==> src/rtl/cpu_types_pkg.sv <==
// ============================================================================
// Module   : cpu_types_pkg
// Brief    : Shared CPU datapath types: word, RAM state and arbiter state.
// Revision : 1.0 - initial release
// ============================================================================
`default_nettype none

package cpu_types_pkg;

    typedef logic [31:0] word_t;

    typedef enum logic [1:0] {
        FREE   = 2'd0,
        BUSY   = 2'd1,
        ACCESS = 2'd2,
        ERROR  = 2'd3
    } ramstate_t;

    typedef enum logic [1:0] {
        IDLE = 2'd0,
        IGNT = 2'd1,
        DGNT = 2'd2
    } arbstate_t;

endpackage

`default_nettype wire

==> src/rtl/mem_arbiter.sv <==
// ============================================================================
// Module   : mem_arbiter
// Brief    : Single-port RAM arbiter between icache and dcache, dcache
//            priority, grant held until RAM reports ACCESS.
//            Optional macro ARB_STARVE_GUARD_EN bounds icache starvation.
// Revision : 1.0 - initial release
// ============================================================================
`default_nettype none

import cpu_types_pkg::*;

module mem_arbiter #(
    parameter int STARVE_MAX = 4
) (
    input  logic      CLK,
    input  logic      RST,
    input  logic      iREN,
    input  word_t     iaddr,
    output logic      iwait,
    output word_t     iload,
    input  logic      dREN,
    input  logic      dWEN,
    input  word_t     daddr,
    input  word_t     dstore,
    output logic      dwait,
    output word_t     dload,
    output logic      ramREN,
    output logic      ramWEN,
    output word_t     ramaddr,
    output word_t     ramstore,
    input  word_t     ramload,
    input  ramstate_t ramstate
);

    arbstate_t r_state;
    arbstate_t w_next_state;
    logic      w_access;
    logic      w_starved;

    assign w_access = (ramstate == ACCESS);

    if (STARVE_MAX < 1) begin : g_param_check
        $error("mem_arbiter: STARVE_MAX must be at least 1");
    end

`ifdef ARB_STARVE_GUARD_EN
    localparam int c_CNT_W = $clog2(STARVE_MAX + 1);
    localparam logic [c_CNT_W-1:0] c_CNT_MAX = c_CNT_W'(STARVE_MAX);

    logic [c_CNT_W-1:0] r_starve_cnt;

    // Counts dcache completions the waiting icache has had to sit through.
    always_ff @(posedge CLK) begin
        if (RST) begin
            r_starve_cnt <= '0;
        end else if (r_state == IGNT && w_access) begin
            r_starve_cnt <= '0;
        end else if (r_state == DGNT && w_access && iREN && r_starve_cnt != c_CNT_MAX) begin
            r_starve_cnt <= r_starve_cnt + 1'b1;
        end
    end

    assign w_starved = iREN && (r_starve_cnt == c_CNT_MAX);
`else
    assign w_starved = 1'b0;
`endif

    always_ff @(posedge CLK) begin
        if (RST) begin
            r_state <= IDLE;
        end else begin
            r_state <= w_next_state;
        end
    end

    always_comb begin
        w_next_state = r_state;
        ramREN       = 1'b0;
        ramWEN       = 1'b0;
        ramaddr      = '0;
        ramstore     = '0;
        iwait        = 1'b1;
        iload        = '0;
        dwait        = 1'b1;
        dload        = '0;

        case (r_state)
            IDLE: begin
                if (w_starved) begin
                    w_next_state = IGNT;
                end else if (dREN || dWEN) begin
                    w_next_state = DGNT;
                end else if (iREN) begin
                    w_next_state = IGNT;
                end
            end

            DGNT: begin
                ramaddr  = daddr;
                ramstore = dstore;
                ramWEN   = dWEN;
                ramREN   = dREN && !dWEN;
                dload    = ramload;
                dwait    = !w_access;
                // Dropped request aborts; completion always passes through IDLE.
                if (!(dREN || dWEN) || w_access) begin
                    w_next_state = IDLE;
                end
            end

            IGNT: begin
                ramaddr = iaddr;
                ramREN  = iREN;
                iload   = ramload;
                iwait   = !w_access;
                if (!iREN || w_access) begin
                    w_next_state = IDLE;
                end
            end

            default: begin
                w_next_state = IDLE;
            end
        endcase
    end

endmodule

`default_nettype wire
==> config.mk <==
export PLATFORM = sky130hd
export DESIGN_NAME = mem_arbiter
export DESIGN_NICKNAME = d
export VERILOG_FILES = /design/src/rtl/cpu_types_pkg.sv /design/src/rtl/mem_arbiter.sv
export SDC_FILE = /design/constraint.sdc
export NUM_CORES = 1
export LEC_CHECK = 0
export CAP_MARGIN = 20
export CORE_AREA = 2 2 105 107
export DETAILED_ROUTE_END_ITERATION = 6
export DIE_AREA = 0 0 107 109
export GPL_ROUTABILITY_DRIVEN = 0
export PLACE_DENSITY = 0.65
export SYNTH_ARGS = -nofsm -noshare
export SYNTH_HDL_FRONTEND = slang
export SYNTH_SLANG_ARGS = --single-unit
==> constraint.sdc <==
create_clock -name CLK -period 4.64 [get_ports CLK]
set_clock_uncertainty 0.15 [all_clocks]
set_input_delay 0.928 -clock CLK [delete_from_list [all_inputs] [get_ports CLK]]
set_output_delay 0.928 -clock CLK [all_outputs]
set_load 0.01 [all_outputs]
# == Word level (Yosys, flattened, before mapping) ==
# Cells that the tools add are included.
# Widths: inputs -> output; s select.
# classes
eq_ne,6
mux,13
n_reduce_logical,10
# ops
op,n
$mux 32,3
$pmux 32 s2,1
$mux 2,4
$pmux 2 s3,1
$eq 2x2->1 const B,2
$logic_not 1->1,4
$ne 2x2->1 const B,2
$logic_or 1x1->1,3
$mux 1,3
$ne 3x3->1 const B,1
$reduce_and 3->1,1
$eq 2x1->1 const B,1
$logic_not 2->1,1
$pmux 1 s2,1
$logic_and 1x1->1,1
# totals
regBits,2
inputBits,135

# == Longest topological paths before layout ==
# Gate-level depths: netlist (run 1).
# logic_depth
word_depth,5
ltp_mapped,7
depth_no_buf,6

# == Least setup slack after synthesis (run 1) ==
# Ideal clock, no wire load.
# synth_timing
path_type,input port to output port
start,input port dREN
end,output port ramREN
arrival_ns,1.242
required_time_ns,3.562
path_slack_ns,2.320
path_stages,3
path_cell_list,nand2_1 -> o21ai_0 -> and2_1
# synth_between
elab_chain_cells,2
# synth_rtl
element,line,source
"start, declared",mem_arbiter.sv:21,"input logic dREN,"
$logic_and 1x1->1,mem_arbiter.sv:102,ramREN = dREN && !dWEN;
$pmux 1 s2,mem_arbiter.sv:87,case (r_state)
"end, declared",mem_arbiter.sv:27,"output logic ramREN,"
# Every way passes these cells.

# == Worst setup path in the final report (run 1) ==
# layout_timing
start,register r_state[0]
end,output port ramaddr[18]
# layout_between
elab_chain_cells,2
# layout_rtl
element,line,source
"start, declared",mem_arbiter.sv:35,arbstate_t r_state;
"start signal, assigned",mem_arbiter.sv:72,r_state <= w_next_state;
$eq 2x1->1 / $eq 2x2->1 (equally long branches),mem_arbiter.sv:87,
$pmux 32 s2 (*),mem_arbiter.sv:87,
"end, declared",mem_arbiter.sv:29,"output word_t ramaddr,"
# Every way passes the cells marked *; elsewhere a longest branch is shown, timed or not.

==> results.cfg, run 1 <==
[grt]
antenna_found_initial = 0
grt_pass1_wl_um = 11800
use_met2 = 0.255
overflow = 0
busiest_layer = met2
grt_max_degree = 54
grt_pass1_vias = 2367
grtUsageMet3 = 0.0389
gr-usage-all-layers = 0.126
met1_usage = 0.125

[placed_design]
dp_hpwl_um = 6930
dp_worst_setup_slack_ns = 1.21
port_buffers = 266

[timing]
fin_ws_ns = 1.10
worstMarginPinSlew_ns = 0.901
timing.final.crit_share = 0.762
fmax_mhz = 283
slew_viol_final = 0
rsz0062_at_grt = false
setup_violations = 0
slew_headroom = 0.400
period_needed_ns = 3.54
hold_viol = 0
final.setup.tns_ns = 0

[detailed_routing]
viasPerCell = 4.02
drt_pass1_iterations = 4
wl_per_cell_um = 13.7
drt_iter0_markers = 87
routed_wl_um = 8260
antenna_left = 0
vias = 2422
drc = 0

[clock_tree]
path_clk_slew_ns = 0.03
cts_buffers = 3
worstSkewPairLatency_ns = 0.22
clk_path_buf_depth = 2
cts_hold_buf = 0
cts.repair.resized = 0
cts_tree = done
cts_sinks = 2
ctsHtreeMaxLevel = 1
postCtsSetupBuffers = 0
root_buffer = clkbuf_8

[finish]
drive_gt1_frac = 0.0260
final_cell_mix = clkdlybuf4s50_1, and2_1, a22oi_1, nor2b_1, nand2_1
diodes = 0
largestRegisters = r_state: 2 flops
syn2layout_area_growth_pct = 199
final_util = 0.397
nets = 603
layout_commonest_cell = clkdlybuf4s50_1
n_fill_cell = 1074
top_register = r_state
largest_reg_flops = 2

[synth]
synth_area_um2 = 1410
ys_warn_count = 0
yosys_register_bits = 2
synth_nets = 351
synthCells = 212
synthTopCellsByArea = and2_1, a22oi_1, nor2b_1, buf_2, ha_1
avgSynthCellArea_um2 = 6.63
synth.distinct_cells = 25
yosysTopAreaCellShare = 0.431
synth_top_area_cell = and2_1
seq_area_frac_synth = 0.0285

[power]
sequentialPowerShare = 0.033
power_frac_comb = 0.857
p_per_area_nw_per_um2 = 155
clkPwrFrac = 0.110
p_int_uw = 418
sw_frac_of_total = 0.361
power_leakage_uw = 0.00149
irDropWorstVdd_mv = 0.0936
power_uw = 654
switchingPower_uw = 236

[critical_path]
critPathRequiredTime_ns = 3.56
r2r_slack_ns = 2.88
crit_fanout = 53
cp-end-kind = primary output
crit_type = register to primary output
start_kind = register
cp.arrival_ns = 2.46

[floorplanning]
rows = 38
pin_count = 267
die_x_um = 107
coreArea_um2 = 10600
initial_core_util = 0.133
die-area_um2 = 11700
die_y_um = 109

[run]
maxCapViolCount = 0

[hold_path]
hold_class = register to register

[run_status]
status = finished clean
==> stage by stage <==
| stage | cells | area, um2 | hold slack [ns] |
|---|---|---|---|
| floorplan | 212 | 1410 | 0.376 |
| global placement | 599 | 4170 | 0.411 |
| detailed placement | 599 | 4170 | 0.443 |
| CTS | 602 | 4210 | 0.445 |
| global route | 602 | 4210 | 0.454 |
| finish | 602 | 4210 | 0.439 |
==> area by class of cell <==
class                   instances  area [um2]  area share
repair buffers                269        2700       0.641
multi-input cells             186        1250       0.297
well taps                     140         175      0.0416
clock buffers                   3        41.3     0.00980
flip-flops and latches          2        40.0     0.00951
inverters                       2        7.51     0.00178
==> power groups by stage <==
stage	combinational, uW	sequential (uW)	clock [uW]
floorplan	233	21.3	0
global placement	563	21.7	0
detailed placement	569	22.0	0
CTS	571	21.8	73.1
global route	606	22.0	75.3
finish	561	21.8	71.9
==> cell families (layout without fill, tap and decap cells) <==
kind of cell	after synthesis	after routing	synth area share
fa+ha+maj	4	4	0.0356
flops	2	2	0.0285
compound gates	37	37	0.195
buf+inv	24	274	0.0863
simple gates	145	145	0.655
==> routing by layer <==
| layer | share of wire | vias up |
|---|---|---|
| li1 | - | 1197 |
| met1 | 0.35 | 1058 |
| met2 | 0.53 | 159 |
| met3 | 0.11 | 8 |
| met4 | 0.013 | 0 |
| met5 | 0 | - |
==> final timing paths <==
path                 end  cells after the start  startpoint
max          ramaddr[18]                      6  r_state[0]
min           r_state[0]                      2  r_state[0]
max reg2reg   r_state[1]                      6  r_state[1]
min reg2reg   r_state[0]                      2  r_state[0]
==> critical path: stages, from the launching register on <==
cell             delay (ns)
dfxtp_1                0.31
inv_1                  0.11
ha_2                   0.67
buf_12                 0.29
a22oi_1                0.12
nor2b_1                0.13
clkdlybuf4s50_1        0.59
==> synth_stat cells <==
| cell | n |
|---|---|
| and2_1 | 97 |
| a22oi_1 | 32 |
| nor2b_1 | 32 |
| buf_2 | 10 |
| clkbuf_1 | 7 |
| nand2_1 | 6 |
| ha_1 | 4 |
| clkbuf_2 | 3 |
| a311oi_1 | 2 |
| buf_6 | 2 |
| dfxtp_1 | 2 |
| inv_1 | 2 |
| a21oi_1 | 1 |
| a31oi_1 | 1 |
| and2_2 | 1 |
| and2b_1 | 1 |
| nand2b_4 | 1 |
| nand3_1 | 1 |
| nand3b_1 | 1 |
| nand3b_4 | 1 |
| nor2_1 | 1 |
| nor2_4 | 1 |
| nor4b_1 | 1 |
| o21ai_0 | 1 |
| or2_1 | 1 |
Note: power is estimated with default switching activity, not from simulation.
==> run 2, diff against run 1 <==
--- a/config.mk
+++ b/config.mk
@@ -6,11 +6,11 @@
 export NUM_CORES = 1
 export LEC_CHECK = 0
 export CAP_MARGIN = 20
-export CORE_AREA = 2 2 105 107
+export CORE_AREA = 2 2 104 106
 export DETAILED_ROUTE_END_ITERATION = 6
-export DIE_AREA = 0 0 107 109
+export DIE_AREA = 0 0 106 108
 export GPL_ROUTABILITY_DRIVEN = 0
-export PLACE_DENSITY = 0.65
+export PLACE_DENSITY = 0.66
 export SYNTH_ARGS = -nofsm -noshare
 export SYNTH_HDL_FRONTEND = slang
 export SYNTH_SLANG_ARGS = --single-unit
==> constraint.sdc (replaced) <==
create_clock -name CLK -period 3.5 [get_ports CLK]
set_clock_uncertainty 0.15 [all_clocks]
set_input_delay 0.7 -clock CLK [delete_from_list [all_inputs] [get_ports CLK]]
set_output_delay 0.7 -clock CLK [all_outputs]
set_load 0.01 [all_outputs]
==> results.cfg, run 2 (synthesis results as in run 1) <==
[detailed_routing]
drt_iter0_markers = 109
drt_pass1_iterations = 4
antenna_left = 0
wl_per_cell_um = 14.9
viasPerCell = 4.07
vias = 2451
drc = 0
routed_wl_um = 8990

[finish]
ff_latch_area_um2 = 40.0
n_fill_cell = 1029
multi_input_area_um2 = 1250
largestRegisters = r_state: 2 flops
layout_commonest_cell = clkdlybuf4s50_1
fin_cells = 602
final_cell_mix = clkdlybuf4s50_1, and2_1, a22oi_1, nor2b_1
nets = 606
top_register = r_state
syn2layout_area_growth_pct = 200
largest_reg_flops = 2
drive_gt1_frac = 0.0323

[power]
p_per_area_nw_per_um2 = 204
sequentialPowerShare = 0.033
sw_frac_of_total = 0.357
irDropWorstVdd_mv = 0.110
p_int_uw = 553
power_frac_comb = 0.863
switchingPower_uw = 308
clkPwrFrac = 0.104
power_leakage_uw = 0.00150

[critical_path]
cp-end-kind = primary output
critPathRequiredTime_ns = 2.65
start_kind = input port
r2r_slack_ns = 1.79
cp.arrival_ns = 2.17
r2r_cells = 7
rr_startpoint = r_state[1]
timing.rr.end = r_state[1]
crit_type = input port to primary output
crit_fanout = 2

[clock_tree]
postCtsSetupBuffers = 0
worstSkewPairLatency_ns = 0.21
clk_path_buf_depth = 2
ctsHtreeMaxLevel = 1
cts_tree = done
cts.repair.resized = 0
path_clk_slew_ns = 0.03
cts_buffers = 3
cts_sinks = 2
root_buffer = clkbuf_8
cts_hold_buf = 0

[floorplanning]
rows = 37
coreArea_um2 = 10200
die_y_um = 108
initial_core_util = 0.137
die-area_um2 = 11400
die_x_um = 106
pin_count = 267

[grt]
antenna_found_initial = 1
gr-usage-all-layers = 0.147
grt_pass1_vias = 2522
overflow = 0
grt_pass1_wl_um = 13200
grt_max_degree = 50

[timing]
fmax_mhz = 331
slew_viol_final = 0
worstMarginPinSlew_ns = 0.390
setup_violations = 0
slew_headroom = 0.740
hold_viol = 0
timing.final.crit_share = 0.862
rsz0062_at_grt = false
period_needed_ns = 3.02
final.setup.tns_ns = 0

[hold_path]
hold_class = register to register
whs_path_depth = 2
min_from = r_state[0]
holdPathEnd = r_state[0]

[placed_design]
port_buffers = 266
dpl.cell_count = 598
dp_hpwl_um = 7950

[run_status]
status = finished clean

[run]
maxCapViolCount = 0
-- run 2: worst max path at each step --
stage | startpoint | end | slack [ns] | depth (start not counted)
finish | dREN | ramREN | 0.48 | 5
CTS | dREN | ramREN | 0.48 | 5
floorplan | r_state[0] | ramWEN | 1.45 | 6
global route | dREN | ramREN | 0.43 | 5
detailed placement | dREN | ramREN | 0.48 | 5
global placement | dREN | ramREN | 0.57 | 5
-- run 2: routing by layer --
layer | GRT usage | part of all wire | up-vias
li1 | - | - | 1207
met1 | 0.148 | 0.36 | 1083
met2 | 0.288 | 0.52 | 155
met3 | 0.0549 | 0.12 | 6
met4 | 0.0282 | 0.0072 | 0
met5 | 0 | 0 | -
-- run 2: cell type report --
class | instances | share of cell area
Tap cell | 136 | 0.0403
Clock buffer | 3 | 0.00979
Inverter | 2 | 0.00178
Timing Repair Buffer | 272 | 0.642
Multi-Input combinational cell | 186 | 0.296
Antenna cell | 1 | 0.000593
Sequential cell | 2 | 0.00949
-- run 2: critical path, stage by stage --
cell,delay [ns]
clkdlybuf4s50_1,0.54
nand2_1,0.07
o21ai_0,0.17
and2_1,0.15
clkdlybuf4s50_1,0.53
-- run 2: power by group through the flow --
stage               combinational, uW  clock [uW]  sequential, uW
floorplan                         309           0            28.3
global route                      804        96.6            29.0
detailed placement                753           0            29.1
CTS                               756        92.7            28.8
global placement                  748           0            28.9
finish                            743        89.6            28.7
-- run 2: metrics by stage --
| stage | hold slack [ns] | total power [uW] | area (um2) | setup slack (ns) | util |
|---|---|---|---|---|---|
| floorplan | 0.376 | 338 | 1410 | 1.45 | - |
| finish | 0.429 | 861 | 4220 | 0.483 | 0.412 |
| detailed placement | 0.424 | 783 | 4180 | 0.482 | 0.408 |
| CTS | 0.432 | 877 | 4220 | 0.484 | 0.412 |
| global route | 0.451 | 930 | 4220 | 0.427 | 0.412 |
| global placement | 0.425 | 777 | 4180 | 0.568 | 0.408 |
==> run 3, diff against run 2 <==
--- a/config.mk
+++ b/config.mk
@@ -11,6 +11,7 @@
 export DIE_AREA = 0 0 106 108
 export GPL_ROUTABILITY_DRIVEN = 0
 export PLACE_DENSITY = 0.66
+export SLEW_MARGIN = 25
 export SYNTH_ARGS = -nofsm -noshare
 export SYNTH_HDL_FRONTEND = slang
 export SYNTH_SLANG_ARGS = --single-unit
==> results of run 3 <==
The final DEF is identical to that of run 2; final timing and power are the same.
